$ cat src/rtl/mem_bus_arbiter.sv
// mem_bus_arbiter: three-requester memory bus arbiter, fixed VGA priority, round-robin masters, bursts, stall timeout
// Ports:
//   clk, reset   - clock and synchronous active-high reset
//   req          - request per requester (0 = VGA, 1..2 = general masters)
//   req_ctrl     - packed control words, [2:0] burst length - 1, [3] write
//   mem_wait     - memory stall, current beat not accepted while high
//   ack          - one-hot grant to the owner
//   grant_sel    - index of the owner, valid while ack is non-zero
//   mem_ctrl     - owner's control word, 0 when nobody owns the bus
//   bus_busy     - high in address, data and turnaround phases
//   timeout_err  - sticky flag set by a stall-timeout abort
module mem_bus_arbiter #(
    parameter int CTRL_WIDTH = 8,
    parameter int TIMEOUT    = 255
) (
    input  logic                    clk,
    input  logic                    reset,
    input  logic [2:0]              req,
    input  logic [3*CTRL_WIDTH-1:0] req_ctrl,
    input  logic                    mem_wait,
    output logic [2:0]              ack,
    output logic [1:0]              grant_sel,
    output logic [CTRL_WIDTH-1:0]   mem_ctrl,
    output logic                    bus_busy,
    output logic                    timeout_err
);
    typedef enum logic [1:0] {IDLE, GRANT, XFER, RELEASE} state_t;
    localparam logic [7:0] STALL_MAX = 8'(TIMEOUT);

    state_t                state, state_nx;
    logic                  rr, rr_nx;
    logic [2:0]            beat, beat_nx;
    logic [7:0]            stall, stall_nx;
    logic [1:0]            win;
    logic [CTRL_WIDTH-1:0] win_ctrl;
    logic                  go, beat_done, last_beat, stall_out, hold;
    logic [2:0]            ack_nx;
    logic [1:0]            grant_sel_nx;
    logic [CTRL_WIDTH-1:0] mem_ctrl_nx;
    logic                  bus_busy_nx, timeout_err_nx;

    always_ff @(posedge clk) begin
        if (reset) state <= IDLE;
        else state <= state_nx;
    end

    // rr high means requester 2 wins a 1-vs-2 tie
    always_comb begin
        win       = req[0] ? 2'd0 : (req[1] && !(req[2] && rr)) ? 2'd1 : 2'd2;
        go        = state == IDLE && |req;
        beat_done = state == XFER && !mem_wait;
        last_beat = beat_done && beat == 3'd0;
        stall_out = state == XFER && mem_wait && stall + 8'd1 == STALL_MAX;
        case (state)
            IDLE:    state_nx = go ? GRANT : IDLE;
            GRANT:   state_nx = XFER;
            XFER:    state_nx = (last_beat || stall_out) ? RELEASE : XFER;
            default: state_nx = IDLE;
        endcase
    end

    // next values of the registered outputs and counters
    always_comb begin
        win_ctrl       = req_ctrl[32'(win) * CTRL_WIDTH +: CTRL_WIDTH];
        hold           = state_nx == GRANT || state_nx == XFER;
        ack_nx         = !hold ? 3'b000 : go ? 3'b001 << win : ack;
        grant_sel_nx   = go ? win : grant_sel;
        mem_ctrl_nx    = !hold ? '0 : go ? win_ctrl : mem_ctrl;
        bus_busy_nx    = state_nx != IDLE;
        timeout_err_nx = timeout_err || stall_out;
        beat_nx        = go ? win_ctrl[2:0] : (beat_done && beat != 3'd0) ? beat - 3'd1 : beat;
        stall_nx       = (go || beat_done) ? 8'd0 : (state == XFER && mem_wait) ? stall + 8'd1 : stall;
        rr_nx          = (go && win != 2'd0) ? win == 2'd1 : rr;
    end

    always_ff @(posedge clk) begin
        if (reset) begin
            ack         <= '0;
            grant_sel   <= '0;
            mem_ctrl    <= '0;
            bus_busy    <= 1'b0;
            timeout_err <= 1'b0;
            beat        <= '0;
            stall       <= '0;
            rr          <= 1'b0;
        end else begin
            ack         <= ack_nx;
            grant_sel   <= grant_sel_nx;
            mem_ctrl    <= mem_ctrl_nx;
            bus_busy    <= bus_busy_nx;
            timeout_err <= timeout_err_nx;
            beat        <= beat_nx;
            stall       <= stall_nx;
            rr          <= rr_nx;
        end
    end
endmodule

$ cat config.mk
export PLATFORM = sky130hd
export DESIGN_NAME = mem_bus_arbiter
export DESIGN_NICKNAME = d
export VERILOG_FILES = /design/src/rtl/mem_bus_arbiter.sv
export SDC_FILE = /design/constraint.sdc
export NUM_CORES = 1
export LEC_CHECK = 0
export CORE_MARGIN = 2
export CORE_UTILIZATION = 40
export DETAILED_ROUTE_END_ITERATION = 10
export GPL_TIMING_DRIVEN = 0
export PLACE_DENSITY = 0.68
export SYNTH_ARGS = -nofsm -noshare
export SYNTH_HDL_FRONTEND = slang
export SYNTH_SLANG_ARGS = --single-unit
$ cat constraint.sdc
create_clock -name clk -period 5.7 [get_ports clk]
set_input_delay 1.14 -clock clk [delete_from_list [all_inputs] [get_ports clk]]
set_output_delay 1.14 -clock clk [all_outputs]
set_load 0.01 [all_outputs]
== Yosys cells after proc, flatten, opt, wreduce, memory -nomap -nowiden ==
Cells that the tools add are included.

* Register bits after elaboration: 29
* Bits of input ports: 30
* Output and inout port bits: 15
* Word-level logic and storage cells: 51

* $add $sub $neg: 2
* Equal/unequal tests: 6
* Shift operators: 2
* Multiplexer cells: 7
* Bitwise logic cells: 1
* Reductions and logical operators: 24

{| class="wikitable"
|+ Operators by type and width
! cell !! number
|-
| 24-bit by 6-bit indexed part select with 8-bit output || 1
|-
| 1-bit logical AND || 9
|-
| 8-bit by 1-bit adder with 8-bit output, second input constant || 1
|-
| 8-bit == test, second input constant || 1
|-
| 2-bit by 1-bit == test with 1-bit output, second input constant || 3
|-
| 3-bit two-way mux || 2
|-
| 2-bit one-hot mux with 3 select lines || 1
|-
| 2-bit nonzero test || 3
|-
| 2-bit == test, second input constant || 2
|-
| 1-bit logical OR || 4
|-
| 2-bit two-way mux || 2
|-
| 2-bit OR reduction || 2
|-
| 3-bit logical NOT || 1
|-
| 3-bit nonzero test || 1
|-
| 3-bit OR reduction || 1
|-
| 1-bit by 2-bit left shift with 3-bit output, first input constant || 1
|-
| 3-bit by 1-bit subtractor with 3-bit output, second input constant || 1
|-
| 1-bit logical NOT || 2
|-
| 2-bit logical NOT || 1
|-
| 1-bit two-way mux || 2
|-
| 1-bit inverter || 1
|}

== Depth between registers and ports, before layout ==
* Word-level depth: 10
* Gate-level depth with buffers: 11
* Depth with buffers taken out: 9

== Worst setup path after synthesis ==
Ideal clock, no wire load.

* Path type: input -> register
* Start point: input port req[1]
* End point: register ack[0]
* Library setup time: 0.132 ns
* Data arrival time: 2.518 ns
* Required time: 5.568 ns
* Path slack: 3.050 ns
* Stages: 8
* Buffers on the path: 2
* Cells stage by stage: o31a_1 > clkbuf_1 > a21oi_1 > a21o_1 > ha_1 > nand2b_1 > clkbuf_1 > a21oi_1

* Longest elaborated chain between the ends: 8
* Elaborated cells on any way between the ends: 13
* Those cells by class: eq/ne (2); shift (1); mux (4); bitwise (1); reduce/logical (5)

{| class="wikitable"
|+ RTL lines
! element !! line !! source
|-
| start, declared || 18 || <nowiki>input logic [2:0] req,</nowiki>
|-
| 3-bit OR reduction || 50 || <nowiki>go = state == IDLE && |req;</nowiki>
|-
| 1-bit logical AND || 50 ||
|-
| 1-bit two-way mux || 55 || <nowiki>IDLE: state_nx = go ? GRANT : IDLE;</nowiki>
|-
| 2-bit one-hot mux with 3 select lines || 54 || <nowiki>case (state)</nowiki>
|-
| 2-bit by 1-bit == test with 1-bit output / 2-bit == test (equally long branches) || 65 || <nowiki>hold = state_nx == GRANT || state_nx == XFER;</nowiki>
|-
| 1-bit logical OR || 65 ||
|-
| 1-bit inverter (no line) || -- ||
|-
| 2-bit OR reduction (no line) || -- ||
|-
| end signal, assigned || 87 || <nowiki>ack <= ack_nx;</nowiki>
|-
| end, declared || 21 || <nowiki>output logic [2:0] ack,</nowiki>
|}

Several ways; a longest one is shown, not always the timed one.
A chain may end at the register's enable or synchronous reset.

== Worst setup path in the final report ==
* Start point: input port mem_wait
* End point: register mem_ctrl[4]

* Longest elaborated chain between the ends: 10
* Elaborated cells on any way between the ends: 13
* Those cells by class: eq/ne (2); mux (2); bitwise (1); reduce/logical (8)

{| class="wikitable"
|+ RTL lines
! element !! line !! source
|-
| start, declared || 20 || <nowiki>input logic mem_wait,</nowiki>
|-
| 1-bit logical NOT || 51 || <nowiki>beat_done = state == XFER && !mem_wait;</nowiki>
|-
| 1-bit logical AND || 51 ||
|-
| 1-bit logical AND || 52 || <nowiki>last_beat = beat_done && beat == 3'd0;</nowiki>
|-
| 1-bit logical OR * || 57 || <nowiki>XFER: state_nx = (last_beat || stall_out) ? RELEASE : XFER;</nowiki>
|-
| 1-bit two-way mux * || 57 ||
|-
| 2-bit one-hot mux with 3 select lines * || 54 ||
|-
| 2-bit by 1-bit == test with 1-bit output / 2-bit == test (equally long branches) || 65 ||
|-
| 1-bit logical OR * || 65 ||
|-
| 1-bit inverter (no line) * || -- ||
|-
| 2-bit OR reduction (no line) * || -- ||
|-
| end signal, assigned || 89 || <nowiki>mem_ctrl <= mem_ctrl_nx;</nowiki>
|-
| end, declared || 23 || <nowiki>output logic [CTRL_WIDTH-1:0] mem_ctrl,</nowiki>
|}

Mark *: on every way between the ends. The rest lies on a longest branch, timed or not.

==> flow_summary.json <==
{
  "antenna_found_initial": 0,
  "slew_violations": 0,
  "via_per_inst": 4.98,
  "gp_congestion": 0.839,
  "setup_tns_ns": 0,
  "fillers": 356,
  "die_area_um2": 4480,
  "cts_hold_buf": 0,
  "core_um2": 3740,
  "fp-row-count": 22,
  "synth_async_sr_flop_share_pct": 0,
  "drive_gt1_share_pct": 7.97,
  "drtIter0Drc": 50,
  "clock_latency_ns": 0.28,
  "areaGrowthSynthToFinish_pct": 38.9,
  "final-hold-violation-count": 0,
  "fin_nets": 288,
  "clkTransAtPathRegs_ns": 0.06,
  "drv_cap": 0,
  "dr.pass1.iters": 4,
  "drc": 0,
  "worst_pin_slew_ns": 0.506,
  "hp-start": "timeout_err",
  "critPathKind": "in -> reg",
  "fp.dieH_um": 66.9,
  "met1_length_um": 1580,
  "io_pins": 45,
  "cp-end-kind": "flip-flop",
  "fmax_ghz": 0.297,
  "fin_crit_ns": 3.37,
  "period_share_pct": 59.1,
  "netlist_area_um2": 1580,
  "setup_viol": 0,
  "grt_setup_unrepaired": "false",
  "rr_startpoint": "stall[1]",
  "yosysWarnings": 0,
  "dp_hpwl_um": 2730,
  "start_util_pct": 42.3,
  "num_vias": 1490,
  "wl_per_cell_um": 11.9,
  "grt_pass1_wl_um": 6130,
  "grt_overflow": 0,
  "cp_max_fo": 10,
  "root_buffer": "clkbuf_8",
  "die_w_um": 66.9,
  "min_path_type": "reg -> reg",
  "ir_worst_vdd_v": 0.000198,
  "highest_layer": "met4",
  "drt-total-wl_um": 3560,
  "synth-edff-count": 0,
  "port_buffers": 44,
  "cts.repair.resized": 0,
  "worstSetupStartpoint": "mem_wait",
  "synth_area_per_cell_um2": 7.96,
  "ant_nets": 0,
  "crit_required_ns": 5.85,
  "cts_buffer_depth": 2,
  "yosysSeqAreaShare_pct": 36.7,
  "arrival_ns": 3.52,
  "numCtsBuffers": 5,
  "power_mw": 0.719,
  "n_antenna_cell": 0,
  "postCtsSetupBuffers": 0,
  "final_cell_mix": "44 x clkdlybuf4s50_1, 39 x nand2_1, 29 x dfxtp_1, 25 x a21oi_1, 11 x nor2_1",
  "wl_met3_um": 226,
  "ys_ff_latch": 29,
  "p_per_area_nw_per_um2": 327,
  "grt_pass1_vias": 1415,
  "grtUsageTotal_pct": 18.2,
  "postSynthCellCount": 199,
  "critPathLaunchType": "input port",
  "cts.sinks": 29,
  "grt_max_degree": 11,
  "wl_met2_um": 1670,
  "h-tree-depth": 2,
  "power.leakage_nw": 0.817,
  "synthesis.nets": 237,
  "synth_cell_types": 42,
  "synth_ff_type": "dfxtp_1",
  "skew_ns": 0.00590,
  "maxSlewHeadroom_pct": 66.2,
  "outcome": "finished, final reports clean",
  "layout_commonest_cell": "clkdlybuf4s50_1",
  "cts_tree": "done"
}
critical path, stage by stage:
cell and delay [ns]:
clkdlybuf4s50_1 0.61, nand2_1 0.22, nor3b_2 0.25, nand4_2 0.18
a21o_1 0.22, ha_1 0.29, nand2b_1 0.10, clkbuf_1 0.41
a21oi_1 0.08
synth_stat cells, types with 2 or more instances:
master	instances	area (um2)
o21ai_0	5	25.0
nand4b_1	2	17.5
clkbuf_1	7	26.3
buf_4	2	15.0
mux2i_1	8	80.1
nand2_1	39	146
nand3_1	3	15.0
a21bo_1	2	20.0
inv_1	10	37.5
o21ai_1	8	40.0
nor2_1	11	41.3
nand2b_1	3	18.8
xnor2_1	4	35.0
nor2b_1	4	25.0
o22ai_1	2	12.5
a21oi_1	25	125
buf_6	2	22.5
ha_1	8	100
dfxtp_1	29	581
nor3_1	3	15.0
registers in the layout, indices dropped and copies added (netlist names):
register and flops:
rr 1, stall 8, grant_sel 2, bus_busy 1, mem_ctrl 8, state 2, ack 3, timeout_err 1
beat 3
where the power goes:
group          switching, mW  internal (mW)
clock network         0.0763          0.142
logic                  0.134          0.115
registers             0.0162          0.235
total                  0.226          0.493
logic make-up (layout without fill, tap and decap cells):
group	after synthesis	after routing	share of synthesized area, %
DFF	29	29	36.7
xor gates and xnor gates	4	4	2.21
and+or+nand+nor	77	77	24.0
adders and majority gates	8	8	6.32
AOI/OAI and AO/OA	50	50	18.3
buffers and inverters	22	74	6.71
muxes	9	9	5.77
layout make-up:
| type | instances | area [um2] | share of cell area (%) |
|---|---|---|---|
| inverter | 10 | 37.5 | 1.71 |
| buffer | 12 | 68.8 | 3.13 |
| sequential | 29 | 581 | 26.4 |
| timing repair buffer | 44 | 440 | 20.0 |
| multi-input combinational | 148 | 897 | 40.8 |
| clock buffer | 7 | 86.3 | 3.92 |
| tap | 48 | 60.1 | 2.73 |
| clock inverter | 1 | 30.0 | 1.36 |
stage by stage:
stage          instances  utilization, %  worst slack [ns]  cell area, um2  hold slack, ns
3_5_place_dp         291            55.7              2.04            2080           0.439
5_1_grt              299            58.8              2.09            2200           0.479
2_1_floorplan        199               -              3.05            1580           0.454
4_1_cts              299            58.8              2.30            2200           0.448
3_3_place_gp         291            55.7              2.08            2080           0.433
6_report             299            58.8              2.33            2200           0.446
final timing paths:
path	cells after the start	slack [ns]	end
worst max-delay path	9	2.33	mem_ctrl[4]
worst min-delay path	2	0.45	timeout_err
worst min register to register	2	0.45	timeout_err
worst max register to register	11	3.02	mem_ctrl[4]
per-layer routing:
layer	vias up	track usage, %
met4	0	7.65
li1	775	-
met1	668	21.8
met2	40	29.4
met5	-	0
met3	7	6.25
Note: power is estimated with default switching activity, not from simulation.
